===== src/rtl/hazard_scoreboard.sv =====
// Pending-write scoreboard: one saturating up/down counter per architectural register, x0 never tracked.
// stall/issue_accept are combinational from current counters; busy_vec/err_underflow follow events by one edge.
module hazard_scoreboard #(
   parameter  int NREG      = 32,
   parameter  int CNT_W     = 2,
   parameter  int WB_BYPASS = 1,
   localparam int IDX_W     = $clog2(NREG)
) (
   input  logic             clk,
   input  logic             rst_n,
   input  logic             issue_valid,
   input  logic             issue_rd_wr,
   input  logic [IDX_W-1:0] issue_rd_idx,
   input  logic             rs1_used,
   input  logic [IDX_W-1:0] rs1_idx,
   input  logic             rs2_used,
   input  logic [IDX_W-1:0] rs2_idx,
   input  logic             wb_valid,
   input  logic [IDX_W-1:0] wb_rd_idx,
   input  logic             kill_valid,
   input  logic [IDX_W-1:0] kill_rd_idx,
   output logic             stall,
   output logic             issue_accept,
   output logic [NREG-1:0]  busy_vec,
   output logic             err_underflow
);

   logic [NREG-1:0][CNT_W-1:0] cnt;
   logic [NREG-1:0][CNT_W-1:0] cnt_nxt;
   logic [NREG-1:0]            busy_nxt;
   logic [NREG-1:0]            uf_vec;
   logic [CNT_W:0]             up;
   logic [1:0]                 dn;

   logic [CNT_W-1:0] cnt_rs1, cnt_rs2, cnt_rd;
   logic             byp_rs1, byp_rs2;
   logic             hz_rs1, hz_rs2, hz_struct;

   assign cnt_rs1 = cnt[rs1_idx];
   assign cnt_rs2 = cnt[rs2_idx];
   assign cnt_rd  = cnt[issue_rd_idx];

   // A same-cycle WB only clears the hazard when it retires the last pending write.
   assign byp_rs1 = (WB_BYPASS != 0) && wb_valid && (wb_rd_idx == rs1_idx)
                    && (cnt_rs1 == CNT_W'(1));
   assign byp_rs2 = (WB_BYPASS != 0) && wb_valid && (wb_rd_idx == rs2_idx)
                    && (cnt_rs2 == CNT_W'(1));

   assign hz_rs1    = rs1_used && (rs1_idx != '0) && (cnt_rs1 != '0) && !byp_rs1;
   assign hz_rs2    = rs2_used && (rs2_idx != '0) && (cnt_rs2 != '0) && !byp_rs2;
   assign hz_struct = issue_rd_wr && (issue_rd_idx != '0) && (cnt_rd == '1);

   assign stall        = issue_valid && (hz_rs1 || hz_rs2 || hz_struct);
   assign issue_accept = issue_valid && !stall;

   // Index 0 is skipped entirely, so x0 never counts, never goes busy and never underflows.
   always_comb begin
      cnt_nxt  = '0;
      busy_nxt = '0;
      uf_vec   = '0;
      up       = '0;
      dn       = '0;
      for (int i = 1; i < NREG; i++) begin
         up = {1'b0, cnt[i]}
              + (CNT_W+1)'(issue_accept && issue_rd_wr && (issue_rd_idx == IDX_W'(i)));
         dn = 2'(wb_valid && (wb_rd_idx == IDX_W'(i)))
              + 2'(kill_valid && (kill_rd_idx == IDX_W'(i)));
         if (up < (CNT_W+1)'(dn)) begin
            uf_vec[i] = 1'b1;
         end else begin
            cnt_nxt[i] = CNT_W'(up - (CNT_W+1)'(dn));
         end
         busy_nxt[i] = (cnt_nxt[i] != '0);
      end
   end

   always_ff @(posedge clk or negedge rst_n) begin
      if (!rst_n) begin
         cnt           <= '0;
         busy_vec      <= '0;
         err_underflow <= 1'b0;
      end else begin
         cnt           <= cnt_nxt;
         busy_vec      <= busy_nxt;
         err_underflow <= err_underflow || (|uf_vec);
      end
   end

endmodule


===== config.mk =====
export PLATFORM = sky130hd
export DESIGN_NAME = hazard_scoreboard
export DESIGN_NICKNAME = d
export VERILOG_FILES = /design/src/rtl/hazard_scoreboard.sv
export SDC_FILE = /design/constraint.sdc
export NUM_CORES = 1
export LEC_CHECK = 0
export CAP_MARGIN = 15
export CORE_UTILIZATION = 35
export CTS_CLUSTER_DIAMETER = 120
export DETAILED_ROUTE_END_ITERATION = 12
export DONT_BUFFER_PORTS = 1
export PLACE_DENSITY = 0.56
export SYNTH_ARGS = -nofsm -noshare
export SYNTH_HDL_FRONTEND = slang
export SYNTH_SLANG_ARGS = --single-unit

===== constraint.sdc =====
create_clock -name clk -period 5.5 [get_ports clk]
set_clock_uncertainty 0.05 [all_clocks]
set_input_delay 1.1 -clock clk [delete_from_list [all_inputs] [get_ports clk]]
set_output_delay 1.1 -clock clk [all_outputs]
set_load 0.03 [all_outputs]

* After elaboration in Yosys (flattened, before gate mapping)
Cells that the tools add are included.
Word-level totals: register bits 94, input bits 33, output and inout port bits 35, word-level logic and storage cells 477
Operators by class: add/sub/neg operators 93, magnitude comparators 34, eq/ne operators 98, mux-type cells 68, reductions and logical operators 151
Operators by type and width (number):
- equality test 5 bit, second input constant | 48
- equality test 5 x 4 -> 1 bit, second input constant | 24
- logical AND 1 bit | 108
- adder 2 x 1 -> 3 bit | 31
- < comparator 3 x 2 -> 1 bit | 31
- two-way mux 2 bit | 34
- nonzero test 2 bit | 33
- adder 1 x 1 -> 2 bit | 31
- subtractor 2 bit | 31
- equality test 5 x 3 -> 1 bit, second input constant | 12
- two-way mux 1 bit | 31
- OR reduction 31 bit | 1
- binary-select mux 2 bit (select 5 bit) | 3
- equality test 5 x 2 -> 1 bit, second input constant | 6
- < comparator 5 x 6 -> 1 bit, second input constant | 3
- equality test 5 x 1 -> 1 bit, second input constant | 3
- nonzero test 5 bit | 3
- equality test 5 bit | 2
- equality test 2 x 1 -> 1 bit, second input constant | 2
- zero test 1 bit | 3
- logical OR 1 bit | 3
- equality test 2 bit, second input constant | 1

* Longest topological paths before layout
Gate-level depths: netlist of run 1.
depth in word-level cells 18, gate-level depth with buffers 19, depth with buffers taken out 15

* Worst setup path after synthesis of run 1
Ideal clock, no wire load.
kind input to register, start point in rs1_idx[1], end point reg err_underflow, library setup time 148 ps, arrival time 5071 ps, required time 5302 ps, setup slack 231 ps, stages on the path 18, buffers on the path 4, cell sequence buf_2 -> buf_2 -> buf_2 -> mux2i_1 -> a22oi_1 -> a21oi_1 -> nand2_1 -> a41oi_2 -> nand2_2 -> buf_6 -> nor4_1 -> ha_1 -> inv_1 -> fa_1 -> or3_1 -> a2111o_1 -> a2111oi_0 -> nand4_1
On the way: longest elaborated chain between the ends 18, elaborated cells between the ends (all ways) 144, classes of those cells add/sub (31); order compare (31); eq/ne (2); mux (33); reduce/logical (47)
Ends and longest elaborated chain:
- from (decl) | line 15 | input logic [IDX_W-1:0] rs1_idx,
- binary-select mux 2 bit (select 5 bit) | line 39 | assign cnt_rs1 = cnt[rs1_idx];
- two-way mux 2 bit (not written as such) | line 39
- equality test 2 x 1 -> 1 bit | line 45 | && (cnt_rs1 == CNT_W'(1));
- logical AND 1 bit | line 45
- zero test 1 bit | line 49 | assign hz_rs1 = rs1_used && (rs1_idx != '0) && (cnt_rs1 != '0) && !byp_rs1;
- logical AND 1 bit * | line 49
- logical OR 1 bit * (2 in a row) | line 53 | assign stall = issue_valid && (hz_rs1 || hz_rs2 || hz_struct);
- logical AND 1 bit * | line 53
- zero test 1 bit * | line 54 | assign issue_accept = issue_valid && !stall;
- logical AND 1 bit * | line 54
- logical AND 1 bit * | line 65 | + (CNT_W+1)'(issue_accept && issue_rd_wr && (issue_rd_idx == IDX_W'(i)));
- logical AND 1 bit | line 65
- adder 2 x 1 -> 3 bit | line 65
- < comparator 3 x 2 -> 1 bit | line 68 | if (up < (CNT_W+1)'(dn)) begin
- two-way mux 1 bit | line 68
- OR reduction 31 bit * | line 85 | err_underflow <= err_underflow || (|uf_vec);
- logical OR 1 bit * | line 85
- to (signal assigned) | line 85
- to (decl) | line 25 | output logic err_underflow
Mark *: on every way between the ends. The rest lies on a longest branch, timed or not. The select of a mux whose other input is x is not followed.

* Worst setup path after layout of run 1
start point in rs2_idx[0], end point reg err_underflow
On the way: longest elaborated chain between the ends 18, elaborated cells between the ends (all ways) 144, classes of those cells add/sub (31); order compare (31); eq/ne (2); mux (33); reduce/logical (47)
Ends and longest elaborated chain:
- from (decl) | line 17 | input logic [IDX_W-1:0] rs2_idx,
- binary-select mux 2 bit (select 5 bit) | line 40 | assign cnt_rs2 = cnt[rs2_idx];
- two-way mux 2 bit (not written as such) | line 40
- equality test 2 x 1 -> 1 bit | line 47 | && (cnt_rs2 == CNT_W'(1));
- logical AND 1 bit | line 47
- zero test 1 bit | line 50 | assign hz_rs2 = rs2_used && (rs2_idx != '0) && (cnt_rs2 != '0) && !byp_rs2;
- logical AND 1 bit * | line 50
- logical OR 1 bit * (2 in a row) | line 53
- logical AND 1 bit * | line 53
- zero test 1 bit * | line 54
- logical AND 1 bit * | line 54
- logical AND 1 bit * | line 65
- logical AND 1 bit | line 65
- adder 2 x 1 -> 3 bit | line 65
- < comparator 3 x 2 -> 1 bit | line 68
- two-way mux 1 bit | line 68
- OR reduction 31 bit * | line 85
- logical OR 1 bit * | line 85
Marked as above.

==> impl_metrics.ini, run 1 <==
[power_and_ir_drop]
p_per_area_mw_per_mm2 = 301
p_leak_nw = 4.34
peakVddDrop_uv = 183

[floorplanning]
die_y_um = 159
design.portCount = 68
die_area_mm2 = 0.0254
die_w_um = 159
core_mm2 = 0.0243
start_util = 0.356
rows = 57

[routing]
drt_iter0_markers = 583
via_count = 6643
first_pass_iters = 6
wl_per_cell_um = 21.4
viasPerCell = 5.49
drcViolationCount = 0
routed_wl_um = 25900
antenna_left = 0

[global_route]
track_usage = 0.212
grt_start_max_net_pins = 95
gr-total-overflow = 0
grt_pass1_wl_um = 40300
grt_pass1_vias = 6768
antenna_found_initial = 0

[critical_path]
slowest_stage = mux4_2
r2r_slack_ps = 570
path_buf_inv = 3
cp.required_ps = 5660
cp_max_fo = 18
worst-path-stages = 15
crit_path_start = rs2_idx[0]
reg2reg_to = err_underflow$_DFF_PN0_
crit_path_cell_trace = mux4_2 -> a2111oi_0 -> and4b_1 -> a41oi_2 -> nand4_1 -> buf_4 -> nor4b_1 -> ha_1 -> inv_1 -> fa_1 -> or3_1 -> a221o_1 -> nor4_1 -> buf_4 -> nand4_1
slowest_delay_ps = 500
endpoint = err_underflow$_DFF_PN0_
worstReg2RegStart = cnt[27]$_DFF_PN0_
critPathTopFamily = simple AND/OR/NAND/NOR gates
reg2reg_depth = 16
worstPathArrival_ps = 5360
critPathKind = input pin to flop
setup.worst_path.end_class = flop
crit_path_start_kind = input pin

[synth]
async_flop_share = 1.00
ys_seq_area_frac = 0.271
yosys.area_share.simple = 0.173
synth_top_cell_area_share = 0.271
syn_inst = 880
ys.flop_type = dfrtp_1
synth_cell_types = 57
ys_seq_elements = 94
synth_top_family_by_area = adder cells
yosys-top-cells-count = ha_1, nor2_1, inv_1, dfrtp_1, nand2_1
yosys-top-cells-area = dfrtp_1, ha_1, fa_1
synth_compound_area_frac = 0.0743
yosysTopAreaCell = dfrtp_1
avgSynthCellArea_um2 = 9.85
synth.most_common_cell = ha_1
synth_edf_count = 0
ys_warn_count = 0
synthAdderAreaFrac = 0.251
yosys.area_share.xor_xnor = 0.0414
synthMuxAreaShare = 0.117
synth_area_mm2 = 0.00867
synth_fp_nets = 1068

[cts]
cts_tree = yes
clockBufferDepth = 2
numCtsBuffers = 9
post_cts_resized = 0
clkTransAtPathRegs_ps = 70
post_cts_buffers = 0
cts_htree_levels = 3
clkLatencyLatePin_ps = 360
cts.sinks = 94
cts_root_buf = clkbuf_16
ctsHoldBuffers = 0

[place]
hpwlAfterDp_um = 20600
place_inst = 1195
port_buffers = 0
gp_congestion = 0.908

[layout]
diodes = 0
layout-drive-gt1-share = 0.113
instances_no_fill = 1211
syn_to_final_growth_pct = 8.41
utilization = 0.386
nNetsFinal = 1070

[timing]
maxSlewViolCount = 0
rsz0062_at_grt = false
fin_crit_ps = 5200
hold_violations = 0
finalSetupViolCount = 0
max_freq_ghz = 0.192
slew_headroom = 0.495
worst_slew_pin_slew_ps = 757
fin_crit_sh = 0.945

[run_status]
status = finished, final reports clean

[min_path]
worstHoldPathType = input pin to asynchronous set/reset pin

[job]
cap_viol_max_count = 0
## area by class of cell
type | instances | area [um^2]
fillers | 2419 | 14900
multi-input cells | 651 | 5700
flip-flops and latches | 94 | 2350
well taps | 324 | 405
inverters | 96 | 360
clock buffers | 11 | 253
repair buffers | 30 | 225
clock inverters | 5 | 104
## routing by layer
metal / vias to the layer above / GRT usage / routed length [um]
li1: 3074 / - / -
met1: 3259 / 0.269 / 10900
met2: 249 / 0.332 / 11700
met3: 61 / 0.0633 / 2140
met4: 0 / 0.0944 / 1090
met5: - / 0 / 0
## cell families after synthesis
group	count (synthesis)
other	1
and+or+nand+nor	305
AOI/OAI and AO/OA	91
adders and majority gates	155
buffers and inverters	135
muxes	58
xor gates and xnor gates	41
DFF	94
## worst min path at each step
stage | cells after the start | slack [ps] | from | end
6_report | 0 | 390 | rst_n | busy_vec[6]$_DFF_PN0_
5_1_grt | 0 | 370 | rst_n | busy_vec[1]$_DFF_PN0_
4_1_cts | 0 | 370 | rst_n | busy_vec[1]$_DFF_PN0_
3_5_place_dp | 0 | 760 | rst_n | busy_vec[1]$_DFF_PN0_
3_3_place_gp | 0 | 760 | rst_n | busy_vec[1]$_DFF_PN0_
2_1_floorplan | 3 | 650 | cnt[11]$_DFF_PN0_ | cnt[10]$_DFF_PN0_
## state kept, by name, summed over array words and instances, names as in the netlist
name           flops
busy_vec          31
cnt               62
err_underflow      1
## metrics by stage
step | instance area, um^2 | setup WS, ps | setup TNS [ps] | total power [mW] | hold WS, ps
finish | 9400 | 303 | 0 | 2.83 | 385
global route | 9400 | 76.1 | 0 | 2.99 | 371
CTS | 9400 | 301 | 0 | 2.85 | 374
detailed placement | 9040 | -56.3 | -56.3 | 2.08 | 759
global placement | 9040 | -30.6 | -30.6 | 2.08 | 758
floorplan | 8670 | 231 | 0 | 1.85 | 650
## cells in the final DEF, fill, tap and decap left out, types with 3 or more instances in the layout
| cell type | Yosys | routed |
|---|---|---|
| a221o_1 | 3 | 3 |
| nand2b_1 | 6 | 6 |
| bufinv_16 | 0 | 3 |
| mux2i_1 | 21 | 21 |
| xnor2_1 | 33 | 33 |
| or2_2 | 18 | 18 |
| nand2_1 | 43 | 43 |
| nor3_1 | 14 | 14 |
| inv_1 | 96 | 96 |
| nand3_1 | 26 | 26 |
| mux4_2 | 24 | 24 |
| a22oi_1 | 6 | 6 |
| buf_4 | 2 | 30 |
| nand4_1 | 5 | 5 |
| nor2b_1 | 13 | 13 |
| clkbuf_16 | 0 | 9 |
| nor4_1 | 26 | 26 |
| o22ai_1 | 15 | 15 |
| or4_1 | 3 | 3 |
| xor2_1 | 8 | 8 |
| mux4_1 | 8 | 8 |
| a221oi_1 | 3 | 3 |
| fa_1 | 31 | 31 |
| mux2_2 | 5 | 5 |
| a21oi_1 | 20 | 20 |
| and2_1 | 5 | 5 |
| nor2_1 | 116 | 116 |
| dfrtp_1 | 94 | 94 |
| or3_1 | 17 | 17 |
| a22o_1 | 4 | 4 |
| o31a_1 | 16 | 16 |
| o21ai_0 | 11 | 11 |
| ha_1 | 124 | 124 |
## where the power goes
part | internal [mW] | switching, mW | total (mW)
clock network | 0.470 | 0.286 | 0.756
logic | 0.375 | 0.335 | 0.709
registers | 0.909 | 0.453 | 1.36
total | 1.75 | 1.07 | 2.83
(Power assumes the default switching activity.)
==> run 2, diff against run 1 <==
- CAP_MARGIN: 15 -> not set
- RECOVER_POWER: not set -> 100
==> impl_metrics.ini, run 2 (synthesized netlist as in run 1, its figures left out) <==
[floorplanning]
core_mm2 = 0.0243
die_area_mm2 = 0.0254
start_util = 0.356
rows = 57
die_w_um = 159
design.portCount = 68
die_y_um = 159

[critical_path]
worstPathArrival_ps = 5460
cp_max_fo = 18
slowest_delay_ps = 530
endpoint = err_underflow$_DFF_PN0_
crit_path_start = rs2_idx[0]
cp.required_ps = 5660
crit_path_cell_trace = mux4_1 -> a2111oi_0 -> and4b_1 -> a41oi_1 -> nand4_1 -> buf_4 -> nor4b_1 -> ha_1 -> inv_1 -> fa_1 -> or3_1 -> a221o_1 -> nor4_1 -> buf_4 -> nand4_1
slowest_stage = mux4_1
setup.worst_path.end_class = flop
reg2reg_to = err_underflow$_DFF_PN0_
r2r_slack_ps = 490
reg2reg_depth = 15
crit_path_start_kind = input pin
critPathKind = input pin to flop
worstReg2RegStart = cnt[40]$_DFF_PN0_

[cts]
numCtsBuffers = 9
clockBufferDepth = 2
cts_root_buf = clkbuf_16
cts_htree_levels = 3
clkTransAtPathRegs_ps = 70
clkLatencyLatePin_ps = 360
post_cts_resized = 0
post_cts_buffers = 0
cts.sinks = 94
cts_tree = yes
ctsHoldBuffers = 0

[layout]
mostFrequentLayoutCell = ha_1
largest_register_ffs = 62
diodes = 0
layout-drive-gt1-share = 0.105
largest-register = cnt
nNetsFinal = 1070
reg.largest.list = cnt (62), busy_vec (31), err_underflow (1)
syn_to_final_growth_pct = 8.07
utilization = 0.385
instances_no_fill = 1211
mostFrequentLayoutCells = ha_1, nor2_1, inv_1
stdcell_area_mm2 = 0.00937

[timing]
fin_crit_sh = 0.963
rsz0062_at_grt = false
maxSlewViolCount = 0
hold_ws_ps = 385
worst_slack_ps = 203
max_freq_ghz = 0.189
tns_ps = 0
hold_violations = 0
finalSetupViolCount = 0
worst_slew_pin_slew_ps = 733
fin_crit_ps = 5300
slew_headroom = 0.511

[routing]
drt_iter0_markers = 529
drcViolationCount = 0
antenna_left = 0
first_pass_iters = 7
routed_wl_um = 25800
wl_per_cell_um = 21.3
via_count = 6664
viasPerCell = 5.50

[global_route]
met1_usage = 0.269
grt_start_max_net_pins = 95
gr-total-overflow = 0
track_usage = 0.212
grt_use_met2 = 0.332
antenna_found_initial = 0
grt_pass1_wl_um = 40300
grt.busiest_layer = met2
grt_pass1_vias = 6768
met3_usage = 0.0633

[place]
hpwlAfterDp_um = 20600
place_area_mm2 = 0.00904
gp_congestion = 0.908
port_buffers = 0
dp_slack_ps = -56.3
place_inst = 1195

[job]
cap_viol_max_count = 0

[power_and_ir_drop]
peakVddDrop_uv = 182
p_per_area_mw_per_mm2 = 301
power_mw = 2.82
p_leak_nw = 4.32

[run_status]
status = finished, final reports clean

[min_path]
worstHoldPathType = input pin to asynchronous set/reset pin
[run 2: cell types whose count changed in the layout (fill, tap and decap cells not counted)]
| cell | previous run | this run |
|---|---|---|
| clkbuf_1 | 0 | 6 |
| buf_4 | 30 | 18 |
| a41oi_1 | 0 | 1 |
| a41oi_2 | 1 | 0 |
| clkbuf_4 | 0 | 6 |
[run 2: critical path: cells and delay by family]
kind / cells / cell delay, ps
and+or+nand+nor: 6 / 1690
buffers and inverters: 3 / 390
AOI/OAI and AO/OA: 3 / 980
adders and majority gates: 2 / 750
muxes: 1 / 530
[run 2: layer usage]
layer	up-vias	part of all wire
met5	-	0
met2	278	0.45
met1	3253	0.42
li1	3071	-
met3	62	0.086
met4	0	0.042
[run 2: cell type report]
cell class              count  area (um^2)
well taps                 324          405
fillers                  2429        15000
flip-flops and latches     94         2350
multi-input cells         651         5690
clock inverters             5          104
clock buffers              11          253
inverters                  96          360
repair buffers             30          203
[run 2: power by group]
part	leakage (nW)	switching (mW)	total (mW)	internal, mW
Clock	0.176	0.285	0.756	0.470
Combinational	2.94	0.334	0.705	0.371
Sequential	1.20	0.450	1.36	0.909
[run 2: worst min-delay path by stage]
stage	slack, ps	endpoint	startpoint	cells past startpoint
5_1_grt	370	busy_vec[1]$_DFF_PN0_	rst_n	0
6_report	380	busy_vec[1]$_DFF_PN0_	rst_n	0
3_5_place_dp	760	busy_vec[1]$_DFF_PN0_	rst_n	0
2_1_floorplan	650	cnt[10]$_DFF_PN0_	cnt[11]$_DFF_PN0_	3
4_1_cts	370	busy_vec[1]$_DFF_PN0_	rst_n	0
3_3_place_gp	760	busy_vec[1]$_DFF_PN0_	rst_n	0
